**config.mk**
```make
export PLATFORM = sky130hd
export DESIGN_NAME = icache_fill_server
export DESIGN_NICKNAME = d
export VERILOG_FILES = /design/src/rtl/icache_fill_server_pkg.sv /design/src/rtl/icache_fill_server_rr_arbiter.sv /design/src/rtl/icache_fill_server.sv
export SDC_FILE = /design/constraint.sdc
export NUM_CORES = 1
export LEC_CHECK = 0
export ABC_AREA = 1
export CORE_UTILIZATION = 37
export DETAILED_ROUTE_END_ITERATION = 8
export GPL_ROUTABILITY_DRIVEN = 0
export MAX_ROUTING_LAYER = met4
export PLACE_DENSITY = 0.77
export SYNTH_ARGS = -nofsm -noshare
export SYNTH_HDL_FRONTEND = slang
export SYNTH_SLANG_ARGS = --single-unit
```
**constraint.sdc**
```tcl
create_clock -name CLK -period 1.9 [get_ports CLK]
set_input_delay 0.38 -clock CLK [delete_from_list [all_inputs] [get_ports CLK]]
set_output_delay 0.38 -clock CLK [all_outputs]
set_load 0.01 [all_outputs]
```
**src/rtl/icache_fill_server_pkg.sv**
```systemverilog
// rtl/icache_fill_server_pkg.sv - shared types and constants for the icache fill server
//
// Purpose: word type, fill FSM state enum, default RAM timeout and the
// round-robin pointer advance helper used by icache_fill_server.
// Ports: none (package).
package icache_fill_server_pkg;

  typedef logic [31:0] word_t;

  typedef enum logic [1:0] {
    IDLE = 2'd0,
    REQ  = 2'd1,
    RESP = 2'd2
  } ifill_state_t;

  localparam int IFILL_TIMEOUT_DEFAULT = 64;

  // Next round-robin start position after serving requester id out of n.
  function automatic int ifill_next_ptr(input int id, input int n);
    return (id + 1 >= n) ? 0 : id + 1;
  endfunction

endpackage

```
**src/rtl/icache_fill_server_rr_arbiter.sv**
```systemverilog
// rtl/icache_fill_server_rr_arbiter.sv - combinational rotating-priority arbiter
//
// Purpose: grants the first asserted request at or after ptr, wrapping modulo N.
// Ports:
//   req        in   N    request vector
//   ptr        in   PW   round-robin start position (owned by the caller)
//   gnt_valid  out  1    any request asserted
//   gnt_id     out  PW   index of the granted requester
module rr_arbiter #(
  parameter  int N  = 2,
  localparam int PW = (N > 1) ? $clog2(N) : 1
) (
  input  logic [N-1:0]  req,
  input  logic [PW-1:0] ptr,
  output logic          gnt_valid,
  output logic [PW-1:0] gnt_id
);

  // Scan from the farthest offset down to offset 0 so the requester closest
  // to ptr is the last one written and therefore wins.
  always_comb begin : p_rotate
    int idx;
    idx       = 0;
    gnt_valid = 1'b0;
    gnt_id    = '0;
    for (int i = N - 1; i >= 0; i--) begin
      idx = (int'(ptr) + i) % N;
      if (req[PW'(idx)]) begin
        gnt_valid = 1'b1;
        gnt_id    = PW'(idx);
      end
    end
  end

endmodule

```
**src/rtl/icache_fill_server.sv**
```systemverilog
// rtl/icache_fill_server.sv - memory-controller side server for per-core icache fills
//
// Purpose: arbitrates icache miss requests from NCPU cores round-robin onto a
// single RAM read port and returns the fill word to the granted core.
// Optional feature macro: ICACHE_FILL_TIMEOUT_EN (abort a RAM read after TIMEOUT cycles).
// Ports:
//   CLK          in   1        clock, rising edge
//   RST          in   1        synchronous active-high reset
//   iREN         in   NCPU     per-core fill request, held while the miss is outstanding
//   iaddr        in   NCPU*32  per-core word address
//   iwait        out  NCPU     per-core wait, low only in that core's data-return cycle
//   iload        out  NCPU*32  per-core fill data, zero while iwait is high
//   ramREN       out  1        RAM read enable
//   ramaddr      out  32       RAM read address
//   ramload      in   32       RAM read data, valid with ramready
//   ramready     in   1        RAM data-valid pulse
//   timeout_err  out  1        one-cycle pulse when a RAM read is abandoned
module icache_fill_server
  import icache_fill_server_pkg::*;
#(
  parameter int NCPU    = 2,
  parameter int TIMEOUT = IFILL_TIMEOUT_DEFAULT
) (
  input  logic                 CLK,
  input  logic                 RST,
  input  logic [NCPU-1:0]      iREN,
  input  word_t [NCPU-1:0]     iaddr,
  output logic [NCPU-1:0]      iwait,
  output word_t [NCPU-1:0]     iload,
  output logic                 ramREN,
  output word_t                ramaddr,
  input  word_t                ramload,
  input  logic                 ramready,
  output logic                 timeout_err
);

  localparam int PW = (NCPU > 1) ? $clog2(NCPU) : 1;

  localparam logic [1:0] ST_IDLE = IDLE;
  localparam logic [1:0] ST_REQ  = REQ;
  localparam logic [1:0] ST_RESP = RESP;

  logic [1:0]    r_state;
  logic [PW-1:0] r_rr_ptr;
  logic [PW-1:0] r_gnt_id;
  word_t         r_gaddr;
  word_t         r_data;

  logic          w_gnt_valid;
  logic [PW-1:0] w_gnt_id;
  logic [PW-1:0] w_next_ptr;
  logic          w_hit;
  logic          w_timeout;

  rr_arbiter #(.N(NCPU)) u_arb (
    .req       (iREN),
    .ptr       (r_rr_ptr),
    .gnt_valid (w_gnt_valid),
    .gnt_id    (w_gnt_id)
  );

  assign w_next_ptr = PW'(ifill_next_ptr(int'(r_gnt_id), NCPU));

  // The fill is only delivered if the core is still asking for the same word;
  // a dropped or redirected request turns the return cycle into a discard.
  assign w_hit = iREN[r_gnt_id] && (iaddr[r_gnt_id] == r_gaddr);

`ifdef ICACHE_FILL_TIMEOUT_EN
  localparam int CW = $clog2(TIMEOUT + 1);

  logic [CW-1:0] r_tmo_cnt;

  // r_tmo_cnt holds the number of REQ cycles already completed, so the
  // abort fires in the TIMEOUT-th REQ cycle when data still has not arrived.
  assign w_timeout = (r_state == ST_REQ) && !ramready && (r_tmo_cnt == CW'(TIMEOUT - 1));

  always_ff @(posedge CLK) begin
    if (RST || (r_state != ST_REQ)) begin
      r_tmo_cnt <= '0;
    end else begin
      r_tmo_cnt <= r_tmo_cnt + 1'b1;
    end
  end
`else
  assign w_timeout = 1'b0;

  // TIMEOUT has no effect without the abort counter.
  if (TIMEOUT < 1) begin : g_timeout_unused
  end
`endif

  always_ff @(posedge CLK) begin
    if (RST) begin
      r_state  <= ST_IDLE;
      r_rr_ptr <= '0;
      r_gnt_id <= '0;
      r_gaddr  <= '0;
      r_data   <= '0;
    end else begin
      case (r_state)
        ST_IDLE: begin
          if (w_gnt_valid) begin
            r_gnt_id <= w_gnt_id;
            r_gaddr  <= iaddr[w_gnt_id];
            r_state  <= ST_REQ;
          end
        end
        ST_REQ: begin
          if (ramready) begin
            r_data  <= ramload;
            r_state <= ST_RESP;
          end else if (w_timeout) begin
            r_rr_ptr <= w_next_ptr;
            r_state  <= ST_IDLE;
          end
        end
        ST_RESP: begin
          r_rr_ptr <= w_next_ptr;
          r_state  <= ST_IDLE;
        end
        default: r_state <= ST_IDLE;
      endcase
    end
  end

  // Outputs are forced to their idle values while RST is high so a core can
  // never see a spurious !iwait during reset.
  always_comb begin
    iwait       = '1;
    iload       = '0;
    ramREN      = 1'b0;
    ramaddr     = '0;
    timeout_err = 1'b0;
    if (!RST) begin
      if (r_state == ST_REQ) begin
        ramREN      = 1'b1;
        ramaddr     = r_gaddr;
        timeout_err = w_timeout;
      end
      if ((r_state == ST_RESP) && w_hit) begin
        iwait[r_gnt_id] = 1'b0;
        iload[r_gnt_id] = r_data;
      end
    end
  end

endmodule

```
Yosys cells after proc, flatten, opt, wreduce, memory -nomap -nowiden --
Cells that the tools add are included.
Storage, ports and cells: bits in registers 68, output and inout port bits 100, word-level logic and storage cells 57
Cells by class: add/subtract/negate cells 2, order comparisons 6, equal/unequal tests 5, multiplexer cells 30, bitwise logic cells 2, reduce and logical (&&, ||, !) cells 7
Operators by type and width (number):
- $mux W32 | 7
- $mux W64 | 2
- $and A64 B64 Y64 | 1
- $demux W32 S1 | 1
- $eq A32 B32 Y1 | 1
- $mux W1 | 14
- $mux W2 | 4
- $lt A1 B3 Y1 const B | 2
- $reduce_and A2 Y1 | 3
- $lt A1 B2 Y1 const B | 2
- $pmux W2 S2 | 1
- $logic_and A1 B1 Y1 | 3
- $add A1 B1 Y2 const B | 1
- $eq A2 B1 Y1 const B | 1
- $eq A2 B2 Y1 const B | 1
- $ge A2 B2 Y1 const B | 1
- $logic_not A2 Y1 | 1
- $ne A2 B1 Y1 const B | 1
- $ne A2 B2 Y1 const B | 1
- $not A2 Y2 | 1
- $add A1 B1 Y1 const B | 1
- $demux W1 S1 | 1
- $ge A1 B1 Y1 const B | 1

Logic depth before layout (Yosys ltp) --
depth after elaboration 8, mapped depth 15, gate-level depth less buffers 12

Modules after synthesis --
From an unflattened synthesis, not the netlist that was laid out.
Unflattened totals: cell total of the unflattened synthesis 730, area total of the unflattened synthesis 4154.0 um^2
Modules (own cells, without submodules):
- icache_fill_server | times used 1, cells an instance 727, area each 4139.0 um^2, sequential area each 1361.3 um^2
- rr_arbiter | times used 1, cells an instance 3, area each 15.0 um^2, sequential area each 0.0 um^2

Worst setup path after synthesis --
OpenSTA, ideal clock, no wires.
path type reg2out, start register r_gnt_id, end output iload[22] (netlist name), arrival 1.672 ns, path slack -0.152 ns, stages on the path, launching flop included 15, cells stage by stage dfxtp_1 buf_6 inv_8 buf_6 nand2_1 nand3_1 nand2_1 nor2_1 nand2_1 nor2_1 nand2_1 nor2_4 nand3_4 buf_6 nor2_1
RTL lines:
- from (decl) | RTL line icache_fill_server.sv:45 | logic [PW-1:0] r_gnt_id;
- from (signal assigned) | RTL line icache_fill_server.sv:103 | r_gnt_id <= w_gnt_id;
- to (decl) | RTL line icache_fill_server.sv:29 | output word_t [NCPU-1:0] iload,

==> impl_metrics.py <==
metrics = {
    "outcome": {
        "status": "finished with violations",
        "violations": "setup timing",
    },
    "grt": {
        "first_global_vias": 5475,
        "grt_max_degree": 36,
        "antenna_found_initial": 0,
        "overflow": 0,
        "grt_pass1_wl_um": 25600,
        "grt.total_usage_pct": 29.1,
    },
    "critical_path": {
        "crit_arrival_ps": 2530,
        "crit_type": "register to primary output",
        "path_buf_inv": 6,
        "end_kind": "primary output",
        "cpPeakStageDelay_ps": 370,
        "crit_top_cell": "nand2_1",
        "cp_max_fo": 8,
        "cp_cell_sequence": "buf_12, inv_12, buf_8, nand2_1, nand2_1, o21ai_0, nor2_1, nand3_1, nor2_4, buf_6, nand3_4, clkbuf_16, nor2_2, buf_2",
        "reg2reg_depth": 5,
        "cp.required_ps": 1520,
        "cp_slowest_cell": "dfxtp_4",
        "cp-start-kind": "register",
        "r2r_end": "r_gaddr[13]$_SDFFE_PP0P_",
        "rrSetupSlack_ps": 500,
        "crit_family": "simple AND/OR/NAND/NOR gates",
        "regToRegStartpoint": "r_rr_ptr$_SDFFE_PP0N_",
    },
    "clocking": {
        "cts_buffers": 9,
        "clock_path_buffers": 2,
        "cts_tree": "built",
        "cts.sinks": 68,
        "clk_latency_ps": 350,
        "h-tree-depth": 3,
        "clk_pin_slew_ps": 80,
        "cts-root-buf": "clkbuf_8",
    },
    "final_layout": {
        "area_growth_pct": 92.2,
        "num_antenna_cells": 0,
        "final_util_pct": 72.8,
        "nFillCells": 791,
        "register_area_um2": 1370,
        "multiInputGateArea_um2": 2880,
        "drive_above_1_share_pct": 37.0,
        "nNetsFinal": 1045,
    },
    "hold_path": {
        "hold_class": "register to register",
        "min_to": "r_rr_ptr$_SDFFE_PP0N_",
        "hold_start": "r_rr_ptr$_SDFFE_PP0N_",
        "whs_path_depth": 2,
    },
    "yosys": {
        "synth.distinct_cells": 23,
        "yosys.area.top_type": "dfxtp_1",
        "synth_edf_count": 0,
        "yosysSeqAreaShare_pct": 33.1,
        "synth.ff_latch_count": 68,
        "ys_top_cells_by_area": "dfxtp_1 (33%), nand2_1 (19%), nor2_1 (13%)",
        "async_flop_share_pct": 0,
        "syn_area_per_cell_um2": 6.11,
        "synth_top_area_share_pct": 33.1,
        "ys_top_cells_by_count": "nand2_1 (211), nor2_1 (146), dfxtp_1 (68), a21oi_1 (67), inv_1 (50)",
        "syn_nets": 774,
        "yosysMostFrequentCell": "nand2_1",
        "ys.flop_type": "dfxtp_1",
        "syn_area_um2": 4110,
        "synthCells": 673,
        "yosysWarningCount": 0,
    },
    "power_and_ir_drop": {
        "total_power_mw": 4.31,
        "ir_worst_vdd_mv": 0.353,
        "p_int_mw": 2.95,
        "combPwrFrac_pct": 31.9,
        "seqPwrFrac_pct": 36.9,
        "leakage_nw": 3.50,
        "p_sw_share_pct": 31.7,
        "power.density_nw_per_um2": 546,
        "pwr-share-clk_pct": 31.2,
        "switching_power_mw": 1.37,
    },
    "detailed_routing": {
        "drc_errors": 0,
        "drt_iter0_drc": 483,
        "highest_layer": "met4",
        "first_pass_iters": 5,
        "routedWlPerCell_um": 17.0,
        "vias": 5821,
        "dr_wl_met2_um": 9570,
        "wl_met3_um": 1200,
        "viasPerCell": 5.35,
        "ant_nets": 0,
        "finalWirelength_um": 18500,
        "met1_length_um": 7030,
    },
    "job": {
        "maxCapViolCount": 0,
    },
    "timing": {
        "fin_crit_sh_pct": 153,
        "tns_ps": -68510,
        "rsz0062_at_grt": "yes",
        "finClkSkew_ps": 6.90,
        "final_hold_viol_count": 0,
        "worst_slack_ps": -1010,
        "drv_slew": 0,
        "setup_viol": 98,
        "max_freq_ghz": 0.343,
        "fin_crit_ps": 2910,
    },
    "die": {
        "rows": 38,
        "die_h_um": 107,
        "coreArea_um2": 10800,
        "die_area_um2": 11500,
        "initial_utilization_pct": 37.9,
        "io_pins": 201,
        "die_w_um": 107,
    },
    "placement": {
        "dp_hpwl_um": 11700,
        "portBuffers": 199,
        "pre_cts_ws_ps": -1190,
    },
}
cell type report:
type	count	share of cell area (%)
clock buffers	10	1.62
clock inverters	6	1.13
inverters	52	2.69
multi-input cells	510	36.5
flip-flops and latches	68	17.3
well taps	140	2.22
repair buffers	303	38.5
sequential cells by signal, summed over array words and instances, names as in the netlist:
| signal | flops |
|---|---|
| r_gaddr | 32 |
| r_gnt_id | 1 |
| r_state | 2 |
| r_data | 32 |
| r_rr_ptr | 1 |
how the worst max path moves through the flow:
stage	startpoint	end	slack [ps]	cells after the start
floorplan	r_gnt_id$_SDFFE_PP0P_	iload[10]	-120	14
global placement	iaddr[58]	iload[16]	-1140	13
detailed placement	iaddr[52]	iload[19]	-1190	15
CTS	r_gnt_id$_SDFFE_PP0P_	iload[19]	-1010	16
global route	r_gnt_id$_SDFFE_PP0P_	iload[50]	-1110	14
finish	r_gnt_id$_SDFFE_PP0P_	iload[32]	-1010	14
worst register-to-register path, cell delays in order, from the launching register on:
cell	delay (ps)
dfxtp_1	360
nand2_1	140
inv_1	160
buf_4	230
a21oi_1	120
a221oi_1	280
through the flow:
stage / cell area (um^2) / cells / hold slack [ps]
global route: 7900 / 1089 / 514
global placement: 6800 / 1036 / 463
finish: 7900 / 1089 / 496
detailed placement: 6800 / 1036 / 483
floorplan: 4250 / 673 / 449
CTS: 7140 / 1077 / 495
kinds of logic after synthesis:
kind of cell / Yosys count / synth area share, %
and+or+nand+nor: 398 / 38.9
buffers and inverters: 95 / 11.0
AOI/OAI and AO/OA: 106 / 15.9
xor gates and xnor gates: 5 / 1.07
other: 1 / 0.0913
DFF: 68 / 33.1
metal layers:
metal  global-route usage, %  up-vias
met5                       -        -
met4                    15.4        0
met3                    3.51       65
met2                    52.7      305
met1                    31.1     2753
li1                        -     2698
repair_timing:
action,4_1_cts,5_1_grt
endpoints found under the hold margin,0,0
endpoints found under the setup margin,99,99
gates cloned,4,3
resized for setup,488,140
setup buffers,21,14
hold buffers,0,0
pin swaps,10,26
power by group through the flow:
stage / combinational [mW] / sequential [mW] / clock, mW
2_1_floorplan: 0.557 / 1.61 / 0
3_3_place_gp: 1.09 / 1.61 / 0
3_5_place_dp: 1.12 / 1.62 / 0
4_1_cts: 1.24 / 1.59 / 1.34
5_1_grt: 1.47 / 1.60 / 1.39
6_report: 1.38 / 1.59 / 1.35
placed cells by master, fill, tap and decap left out, types with 16 or more instances in the layout:
cell / n
nor2_1: 48
buf_6: 85
dfxtp_1: 65
buf_2: 44
a221oi_1: 32
nor2_4: 58
nor2_2: 44
nand2_2: 16
buf_4: 50
nand2_1: 198
a21oi_1: 66
nand3_1: 24
clkdlybuf4s50_1: 99
inv_1: 46
No activity file was read; power rests on OpenSTA's default activity.
